`src/rtl/spi_pkg.sv`:
```
// Shared definitions for the SPI host arbiter: FSM encoding, command-word field
// positions, register addresses and the default widths used by the arbiter.
package spi_pkg;

  localparam int unsigned SPI_NUM_REQ_DEF     = 3;
  localparam int unsigned SPI_REQ_DW_DEF      = 16;
  localparam int unsigned SPI_ACK_DW_DEF      = 8;
  localparam int unsigned SPI_TIMEOUT_DEF     = 64;

  // Command word layout: {R/W, MB, addr[5:0], wdata[7:0]}
  localparam int unsigned SPI_CMD_READ_BIT    = 15;
  localparam int unsigned SPI_CMD_MB_BIT      = 14;

  localparam logic [5:0]  SPI_REG_POWER_CTL   = 6'h2D;
  localparam logic [5:0]  SPI_REG_DATA_FORMAT = 6'h31;
  localparam logic [5:0]  SPI_REG_DATAX0      = 6'h32;
  localparam logic [5:0]  SPI_REG_DATAX1      = 6'h33;
  localparam logic [5:0]  SPI_REG_DATAY0      = 6'h34;
  localparam logic [5:0]  SPI_REG_DATAY1      = 6'h35;

  typedef enum logic [1:0] {
    ST_IDLE  = 2'd0,
    ST_ISSUE = 2'd1,
    ST_RESP  = 2'd2,
    ST_GAP   = 2'd3
  } arb_state_e;

  function automatic int unsigned wrap_inc(input int unsigned v, input int unsigned n);
    return ((v + 32'd1) >= n) ? 32'd0 : (v + 32'd1);
  endfunction

endpackage

```
`src/rtl/rr_pick.sv`:
```
// Combinational round-robin picker: first asserted request at or after ptr_i,
// wrapping around the request vector.
module rr_pick #(
  parameter int unsigned N     = 3,
  parameter int unsigned IDX_W = 2
) (
  input  logic [N-1:0]     req_i,
  input  logic [IDX_W-1:0] ptr_i,
  output logic             valid_o,
  output logic [IDX_W-1:0] idx_o
);

  // Scan from the farthest offset down so the offset closest to ptr_i wins.
  always_comb begin
    int unsigned j;
    valid_o = 1'b0;
    idx_o   = '0;
    j       = 32'd0;
    for (int k = int'(N) - 1; k >= 0; k--) begin
      j       = (32'(ptr_i) + 32'(k)) % N;
      idx_o   = req_i[j] ? IDX_W'(j) : idx_o;
      valid_o = valid_o | req_i[j];
    end
  end

endmodule

```
`src/rtl/spi_host_arbiter.sv`:
```
// Round-robin arbiter sharing one SPI host between NUM_REQ requesters, with a
// per-grant timeout and a fixed RESP/GAP turnaround between transfers.
module spi_host_arbiter
  import spi_pkg::*;
#(
  parameter int unsigned NUM_REQ        = SPI_NUM_REQ_DEF,
  parameter int unsigned REQ_DATA_WIDTH = SPI_REQ_DW_DEF,
  parameter int unsigned ACK_DATA_WIDTH = SPI_ACK_DW_DEF,
  parameter int unsigned TIMEOUT_CYCLES = SPI_TIMEOUT_DEF
) (
  input  logic                              clk,
  input  logic                              rst_n,
  input  logic [NUM_REQ-1:0]                req_valid,
  input  logic [NUM_REQ*REQ_DATA_WIDTH-1:0] req_data,
  output logic [NUM_REQ-1:0]                req_ack,
  output logic [NUM_REQ-1:0]                req_err,
  output logic [ACK_DATA_WIDTH-1:0]         req_ack_data,
  output logic                              host_req,
  output logic [REQ_DATA_WIDTH-1:0]         host_req_data,
  input  logic                              host_ack,
  input  logic [ACK_DATA_WIDTH-1:0]         host_ack_data,
  output logic                              busy,
  output logic [$clog2(NUM_REQ)-1:0]        grant_id
);

  localparam int unsigned IDX_W = $clog2(NUM_REQ);
  localparam int unsigned CNT_W = $clog2(TIMEOUT_CYCLES);
  localparam logic [CNT_W-1:0] CNT_LAST = CNT_W'(TIMEOUT_CYCLES - 1);

  arb_state_e                state_q, state_d;
  logic                      host_req_q, host_req_d;
  logic [REQ_DATA_WIDTH-1:0] host_req_data_q, host_req_data_d;
  logic [IDX_W-1:0]          grant_q, grant_d;
  logic [IDX_W-1:0]          rr_ptr_q, rr_ptr_d;
  logic [CNT_W-1:0]          cnt_q, cnt_d;
  logic [NUM_REQ-1:0]        req_ack_q, req_ack_d;
  logic [NUM_REQ-1:0]        req_err_q, req_err_d;
  logic [ACK_DATA_WIDTH-1:0] ack_data_q, ack_data_d;

  logic                      pick_valid_s;
  logic [IDX_W-1:0]          pick_idx_s;
  logic [REQ_DATA_WIDTH-1:0] pick_data_s;
  logic [NUM_REQ-1:0]        grant_oh_s;

  rr_pick #(
    .N     (NUM_REQ),
    .IDX_W (IDX_W)
  ) u_rr_pick (
    .req_i   (req_valid),
    .ptr_i   (rr_ptr_q),
    .valid_o (pick_valid_s),
    .idx_o   (pick_idx_s)
  );

  assign pick_data_s = req_data[int'(pick_idx_s)*int'(REQ_DATA_WIDTH) +: REQ_DATA_WIDTH];

  for (genvar i = 0; i < int'(NUM_REQ); i++) begin : g_oh
    assign grant_oh_s[i] = (grant_q == IDX_W'(i));
  end

  // Next-state and output-register logic of the arbitration FSM.
  always_comb begin
    state_d         = state_q;
    host_req_d      = host_req_q;
    host_req_data_d = host_req_data_q;
    grant_d         = grant_q;
    rr_ptr_d        = rr_ptr_q;
    cnt_d           = cnt_q;
    req_ack_d       = '0;
    req_err_d       = '0;
    ack_data_d      = ack_data_q;
    case (state_q)
      ST_IDLE: begin
        if (pick_valid_s) begin
          state_d         = ST_ISSUE;
          host_req_d      = 1'b1;
          host_req_data_d = pick_data_s;
          grant_d         = pick_idx_s;
          cnt_d           = '0;
        end else begin
          state_d         = ST_IDLE;
        end
      end
      ST_ISSUE: begin
        // A host_ack on the expiry cycle takes priority over the timeout.
        if (host_ack && host_req_q) begin
          state_d    = ST_RESP;
          host_req_d = 1'b0;
          req_ack_d  = grant_oh_s;
          ack_data_d = host_ack_data;
        end else if (cnt_q == CNT_LAST) begin
          state_d    = ST_RESP;
          host_req_d = 1'b0;
          req_ack_d  = grant_oh_s;
          req_err_d  = grant_oh_s;
          ack_data_d = '1;
        end else begin
          cnt_d      = cnt_q + CNT_W'(1);
        end
      end
      ST_RESP: begin
        state_d  = ST_GAP;
        rr_ptr_d = IDX_W'(wrap_inc(32'(grant_q), NUM_REQ));
      end
      ST_GAP: begin
        state_d = ST_IDLE;
      end
      default: begin
        state_d    = ST_IDLE;
        host_req_d = 1'b0;
      end
    endcase
  end

  // State and output registers with asynchronous reset.
  always_ff @(posedge clk or negedge rst_n) begin
    if (!rst_n) begin
      state_q         <= ST_IDLE;
      host_req_q      <= 1'b0;
      host_req_data_q <= '0;
      grant_q         <= '0;
      rr_ptr_q        <= '0;
      cnt_q           <= '0;
      req_ack_q       <= '0;
      req_err_q       <= '0;
      ack_data_q      <= '0;
    end else begin
      state_q         <= state_d;
      host_req_q      <= host_req_d;
      host_req_data_q <= host_req_data_d;
      grant_q         <= grant_d;
      rr_ptr_q        <= rr_ptr_d;
      cnt_q           <= cnt_d;
      req_ack_q       <= req_ack_d;
      req_err_q       <= req_err_d;
      ack_data_q      <= ack_data_d;
    end
  end

  assign host_req      = host_req_q;
  assign host_req_data = host_req_data_q;
  assign grant_id      = grant_q;
  assign req_ack       = req_ack_q;
  assign req_err       = req_err_q;
  assign req_ack_data  = ack_data_q;
  assign busy          = (state_q != ST_IDLE);

endmodule

```
`config.mk`:
```
export PLATFORM = sky130hd
export DESIGN_NAME = spi_host_arbiter
export DESIGN_NICKNAME = d
export VERILOG_FILES = /design/src/rtl/spi_pkg.sv /design/src/rtl/rr_pick.sv /design/src/rtl/spi_host_arbiter.sv
export SDC_FILE = /design/constraint.sdc
export NUM_CORES = 1
export LEC_CHECK = 0
export ABC_AREA = 1
export CAP_MARGIN = 10
export CORE_AREA = 2 2 75 77
export CTS_CLUSTER_SIZE = 24
export DETAILED_ROUTE_END_ITERATION = 8
export DIE_AREA = 0 0 77 79
export PLACE_DENSITY = 0.82
export SETUP_SLACK_MARGIN = 0.5
export SKIP_LAST_GASP = 1
export SLEW_MARGIN = 0
export SYNTH_ARGS = -nofsm -noshare
export SYNTH_HDL_FRONTEND = slang
export SYNTH_SLANG_ARGS = --single-unit
```
`constraint.sdc`:
```
create_clock -name clk -period 3 [get_ports clk]
set_input_delay 0.9 -clock clk [delete_from_list [all_inputs] [get_ports clk]]
set_output_delay 0.9 -clock clk [all_outputs]
set_load 0.005 [all_outputs]
```
==> run_results.csv, run 1 <==
group,metric,value,unit
detailed_routing,vias_per_cell,4.904,
floorplan,die_h,79,um
flow_run,drv_cap,0,
clock_network,clk_pin_slew,0.09,ns
floorplan,core_area,5338,um2
cells_and_area,layout_common_cells,"94 x clkdlybuf4s50_1, 59 x nand2_1, 43 x dfrtp_1",
sta,setup_ws,0.5719,ns
power,peakVddDrop,0.0005307,V
global_routing,grt_usage,20.38,%
global_routing,grt_overflow_total,0,
placed_design,place_inst,472,
cells_and_area,syn_to_final_growth,44.57,%
clock_network,post_cts.repair.setup_buffers,0,
clock_network,cts-root-buf,"clkbuf_8",
sta,final-setup-viol-count,0,
setup_path,cpMaxStageDelayCell,"clkdlybuf4s50_1",
logic_synthesis,synth-seq-area-share,43.26,%
power,p_clk_share,10.5,%
setup_path,reg2reg_depth,12,
detailed_routing,ant_nets,0,
cells_and_area,finalNonFillerCells,480,
placed_design,place_congestion,0.8154,
setup_path,path_buf_inv,3,
power,total_power,3579,uW
power,leakage,0.001700,uW
worst_hold_path,worstHoldEndpoint,"req_ack_data[4]",
detailed_routing,drc,0,
logic_synthesis,ys_ff_latch,43,
setup_path,crit_top_cell,"inv_1",
floorplan,die-area,6083,um2
floorplan,rows,27,
sta,hold_viol_final,0,
outcome,status,"finished clean",
clock_network,cts_buffer_depth,2,
worst_hold_path,hold_class,"reg2reg",
clock_network,htreeDepth,2,
logic_synthesis,synth_nets,380,
sta,fin_tns_setup,0,ns
setup_path,start_kind,"flop",
detailed_routing,drt_iter0_drc,92,
clock_network,ctsHoldBuffers,0,
setup_path,critical_path.top_delay_family,"buffers and inverters",
power,combPwrFrac,62.6,%
detailed_routing,dr_total_vias,2354,
sta,period_needed,2.428,ns
logic_synthesis,netlist_instances,311,
setup_path,reg2reg_slack,0.87,ns
global_routing,grt_pass1_wl,10010,um
sta,final_max_slew_viol_count,0,
placed_design,post-place-ws,0.2356,ns
clock_network,worst_skew_pair.late_latency,0.30,ns
sta,fin_worst_skew,0.006524,ns
cells_and_area,regArea,1076,um2
logic_synthesis,yosys_warnings,0,
placed_design,dp_hpwl,4557,um
clock_network,cts.sinks,43,
floorplan,start_util,46.60,%
power,p_switching,1641,uW
cells_and_area,final_common_cell,"clkdlybuf4s50_1",
setup_path,slowest_delay,0.50,ns
sta,rsz0062_at_grt,"no",
power,power.density,995.3,nW/um2
sta,fin_crit_sh,80.94,%
detailed_routing,drt_pass1_iterations,5,
logic_synthesis,syn_avg_cell_area,7.998,um2
setup_path,r2r_end,"host_req_data[5]",
clock_network,tritoncts,"yes",
cells_and_area,diodes,0,
detailed_routing,routedWlPerCell,12.35,um
cells_and_area,multiInputGateArea,1222,um2
setup_path,critical_path_class,"reg2out",
setup_path,worstPathRequired,2.10,ns
logic_synthesis,synth_cell_type_count,25,
cells_and_area,fill_cells,477,
setup_path,reg2reg_from,"rr_ptr_q[1]",
detailed_routing,routed_wl,5926,um
cells_and_area,drive_above_1_share,13.97,%
logic_synthesis,netlist_area,2487,um2
power,p_int,1938,uW
setup_path,crit_fanout,3,
cells_and_area,final_nets,476,
global_routing,grt_pass1_vias,2240,
setup_path,worst_setup_path_end_kind,"primary output",
sta,tightest_slew,0.9173,ns
sta,fmax,0.4118,GHz
floorplan,ios,96,
global_routing,antenna_found_initial,0,
global_routing,grt_start_max_net_pins,44,
worst_hold_path,min_from,"req_ack_data[4]",
setup_path,crit_chain,"inv_1 > ha_4 > inv_1 > clkdlybuf4s50_1",
setup_path,worstPathArrival,1.53,ns
power,seqPwrFrac,26.9,%
worst_hold_path,whs_path_depth,2,
sta,relSlewSlack,38.85,%
placed_design,port_buffers,95,
floorplan,die_w,77,um
clock_network,cts_buffers,5,
power,switching_share,45.84,%
==> synthesized netlist by cell type (all sizes together) <==
library cell	count	area [um2]
ha	7	87.58
o211ai	2	15.01
nand2	77	351.6
dfrtp	43	1076
or2	5	31.28
nor2	33	128.9
inv	43	161.4
buf	4	45.04
o21ai	32	182.7
nand3	26	140.1
xor2	3	26.28
clkbuf	3	21.27
a21boi	6	45.04
a21oi	22	140.1
nand4	2	12.51
a22oi	3	22.52
==> per-stage QoR <==
step | utilization (%) | hold WS, ns | area, um2
6_report | 67.37 | 0.4946 | 3596
5_1_grt | 67.37 | 0.5229 | 3596
4_1_cts | 66.69 | 0.4969 | 3560
3_5_place_dp | 64.91 | 0.4749 | 3465
3_3_place_gp | 64.91 | 0.4703 | 3465
2_1_floorplan | - | 0.4763 | 2487
==> how the worst max path moves through the flow <==
stage,startpoint,endpoint,cells past startpoint
after floorplan,req_valid[1],host_req_data[4],11
after global placement,req_valid[1],host_req_data[8],11
after detailed placement,req_valid[1],cnt_q[2],12
after CTS,state_q[0],busy,4
after global routing,state_q[1],busy,4
final,state_q[1],busy,4
==> power groups by stage <==
stage | registers, uW | clock network (uW) | logic, uW
3_5_place_dp | 966 | 0 | 2170
3_3_place_gp | 961 | 0 | 2100
5_1_grt | 995 | 414 | 2520
2_1_floorplan | 963 | 0 | 1500
6_report | 962 | 375 | 2240
4_1_cts | 958 | 382 | 2180
==> worst reg2reg max path: stages (launching register included) <==
cell and delay [ns]:
dfrtp_1 0.43, ha_1 0.42, inv_2 0.09, nand3_1 0.13, inv_1 0.05, a21oi_1 0.12, nand2_1 0.09, nand2_2 0.08
nand2_4 0.10, nand2_4 0.24, nand2_1 0.08, o21ai_0 0.10, o21ai_1 0.08
==> cell type report <==
| cell class | count | area share (%) |
|---|---|---|
| multi-input cells | 218 | 33.99 |
| flip-flops and latches | 43 | 29.92 |
| repair buffers | 96 | 26.51 |
| inverters | 43 | 4.489 |
| well taps | 72 | 2.505 |
| clock buffers | 5 | 1.914 |
| clock inverters | 3 | 0.6611 |
==> sequential cells by signal, summed over array words and instances (netlist names) <==
| register | flops |
|---|---|
| cnt_q | 6 |
| req_err | 3 |
| host_req_data | 16 |
| host_req | 1 |
| req_ack_data | 8 |
| state_q | 2 |
| grant_id | 2 |
| req_ack | 3 |
| rr_ptr_q | 2 |
==> cells by family after synthesis <==
kind of cell             synth area share [%]
AND/OR/NAND/NOR                         26.71
AO/OA/AOI/OAI                           16.30
buffers and inverters                   9.155
flip-flops                              43.26
adder cells (fa/ha/maj)                 3.521
XOR/XNOR                                1.057
==> repair_timing <==
action	CTS	global route
pin swaps	0	2
resized for setup	1	7
setup endpoints to repair	1	14
==> metal layers <==
layer	routed length, um	global-route usage, %	up-vias
li1	-	-	1190
met1	2427	24.54	1060
met2	2933	36.40	94
met3	476	6.818	10
met4	89	3.036	0
met5	0	0	-
Power figures use the tool's default switching activity.
==> run 2, diff against run 1 <==
--- a/config.mk
+++ b/config.mk
@@ -7,11 +7,11 @@
 export LEC_CHECK = 0
 export ABC_AREA = 1
 export CAP_MARGIN = 10
-export CORE_AREA = 2 2 75 77
+export CORE_AREA = 2 2 79 81
 export CTS_CLUSTER_SIZE = 24
 export DETAILED_ROUTE_END_ITERATION = 8
-export DIE_AREA = 0 0 77 79
-export PLACE_DENSITY = 0.82
+export DIE_AREA = 0 0 81 83
+export PLACE_DENSITY = 0.74
 export SETUP_SLACK_MARGIN = 0.5
 export SKIP_LAST_GASP = 1
 export SLEW_MARGIN = 0
==> constraint.sdc (replaced) <==
create_clock -name clk -period 2.3 [get_ports clk]
set_input_delay 0.69 -clock clk [delete_from_list [all_inputs] [get_ports clk]]
set_output_delay 0.69 -clock clk [all_outputs]
set_load 0.005 [all_outputs]
==> run_results.csv, run 2 (synthesis gave the netlist of run 1 again) <==
group,metric,value,unit
detailed_routing,routed_wl,7656,um
sta,fin_worst_skew,0.01121,ns
cells_and_area,fill_cells,456,
setup_path,start_kind,"flop",
detailed_routing,drt_pass1_iterations,4,
clock_network,cts_buffers,5,
detailed_routing,vias_per_cell,4.998,
detailed_routing,drc,0,
global_routing,grt_pass1_wl,12200,um
cells_and_area,final_nets,520,
power,power.density,1479,nW/um2
cells_and_area,largest_reg_flops,16,
detailed_routing,routedWlPerCell,14.53,um
cells_and_area,syn_to_final_growth,70.07,%
global_routing,grt_usage,23.07,%
global_routing,grt_overflow_total,0,
power,leakage,0.002069,uW
sta,period_needed,1.898,ns
sta,tightest_slew,0.5435,ns
floorplan,die_h,83,um
power,peakVddDrop,0.0007909,V
sta,relSlewSlack,63.77,%
floorplan,start_util,42.77,%
setup_path,worstPathArrival,2.08,ns
detailed_routing,drt_iter0_drc,91,
clock_network,cts-root-buf,"clkbuf_8",
floorplan,core_area,5816,um2
cells_and_area,final_common_cell,"clkdlybuf4s50_1",
cells_and_area,layout_common_cells,"57 x clkdlybuf4s50_1, 53 x nand2_1, 43 x dfrtp_1",
placed_design,dp_hpwl,4692,um
flow_run,drv_cap,0,
setup_path,worstPathRequired,2.48,ns
clock_network,cts.sinks,43,
clock_network,htreeDepth,2,
sta,rsz0062_at_grt,"yes",
setup_path,critical_path_class,"reg2reg",
floorplan,die-area,6723,um2
floorplan,rows,28,
sta,fmax,0.5268,GHz
floorplan,ios,96,
clock_network,clk_pin_slew,0.09,ns
cells_and_area,regArea,1076,um2
placed_design,post-place-ws,-0.1374,ns
global_routing,antenna_found_initial,0,
sta,final_max_slew_viol_count,0,
sta,setup_ws,0.4016,ns
cells_and_area,diodes,0,
setup_path,worst_setup_path_end_kind,"flop",
global_routing,grt_pass1_vias,2777,
global_routing,grt_start_max_net_pins,23,
clock_network,worst_skew_pair.late_latency,0.30,ns
placed_design,place_congestion,0.8342,
floorplan,die_w,81,um
setup_path,crit_fanout,4,
detailed_routing,ant_nets,0,
detailed_routing,dr_total_vias,2634,
clock_network,cts_buffer_depth,2,
clock_network,tritoncts,"yes",
cells_and_area,drive_above_1_share,32.08,%
cells_and_area,fin_util,72.74,%
sta,fin_crit_sh,82.54,%
sta,hold_viol_final,0,
cells_and_area,multiInputGateArea,1494,um2
sta,final-setup-viol-count,0,
placed_design,port_buffers,95,
worst_hold_path,hold_class,"in2async",
outcome,status,"finished clean",
-- run 2: changes by cell type in the layout (fill, tap and decap cells not counted), sizes merged --
| cell | delta |
|---|---|
| clkinv | +2 |
| clkinvlp | -2 |
| bufinv | +1 |
| inv | -1 |
| clkdlybuf4s50 | -37 |
| dlygate4sd2 | +36 |
| buf | +41 |
| nand2 | +4 |
-- run 2: worst max-delay path, stage by stage (launching register included) --
cell and delay, ns:
dfrtp_1 0.40, inv_2 0.08, ha_4 0.22, buf_4 0.14, nand3_1 0.12, nand2_1 0.06
nand2_1 0.06, nand2_1 0.08, nand2_4 0.12, inv_6 0.05, buf_4 0.14, a21oi_1 0.21
a21oi_2 0.09
-- run 2: area by class of cell --
class	instances	area share [%]
clock inverters	3	1.035
well taps	75	2.218
flip-flops and latches	43	25.44
repair buffers	136	30.20
inverters	43	4.170
multi-input cells	222	35.31
clock buffers	5	1.627
-- run 2: stage by stage --
stage / hold slack [ns] / TNS, ns / cell area [um2] / power [uW] / instances
after floorplan: 0.3944 / 0 / 2487 / 3215 / 311
after global placement: 0.4676 / -0.9757 / 3576 / 4212 / 486
after detailed placement: 0.4754 / -1.888 / 3576 / 4287 / 486
after CTS: 0.3715 / 0 / 4135 / 5923 / 522
after global routing: 0.4014 / 0 / 4230 / 6709 / 527
final: 0.3547 / 0 / 4230 / 6258 / 527
-- run 2: power breakdown --
group          switching, uW  internal [uW]
sequential               187           1060
combinational           2420           1990
clock                    272            323
total                   2880           3380
-- run 2: final timing paths --
kind / startpoint / end / slack, ns / depth (start not counted)
hold reg to reg: req_ack_data[6] / req_ack_data[6] / 0.48 / 2
setup / recovery: rr_ptr_q[0] / host_req_data[2] / 0.40 / 12
min in group clk: req_ack_data[6] / req_ack_data[6] / 0.48 / 2
setup reg to reg: rr_ptr_q[0] / host_req_data[2] / 0.40 / 12
max in group asynchronous: rst_n / grant_id[0] / 1.43 / 2
hold / removal: rst_n / req_ack_data[7] / 0.35 / 1
-- run 2: per-layer routing --
layer  global-route usage, %  vias to the layer above  wire [um]
met5                       0                        -          0
met4                   11.71                        0        236
met3                   6.413                       21        545
met2                   39.89                      106       3963
met1                   25.23                     1225       2910
li1                        -                     1282          -
-- run 2: repair_timing --
| item | CTS | global route |
|---|---|---|
| endpoints found under the setup margin | 60 | 39 |
| gates resized for setup | 106 | 21 |
| hold buffers | 0 | 0 |
| pin swaps | 21 | 5 |
| setup buffers | 23 | 5 |
| endpoints found under the hold margin | 0 | 0 |
| gates cloned | 5 | 0 |
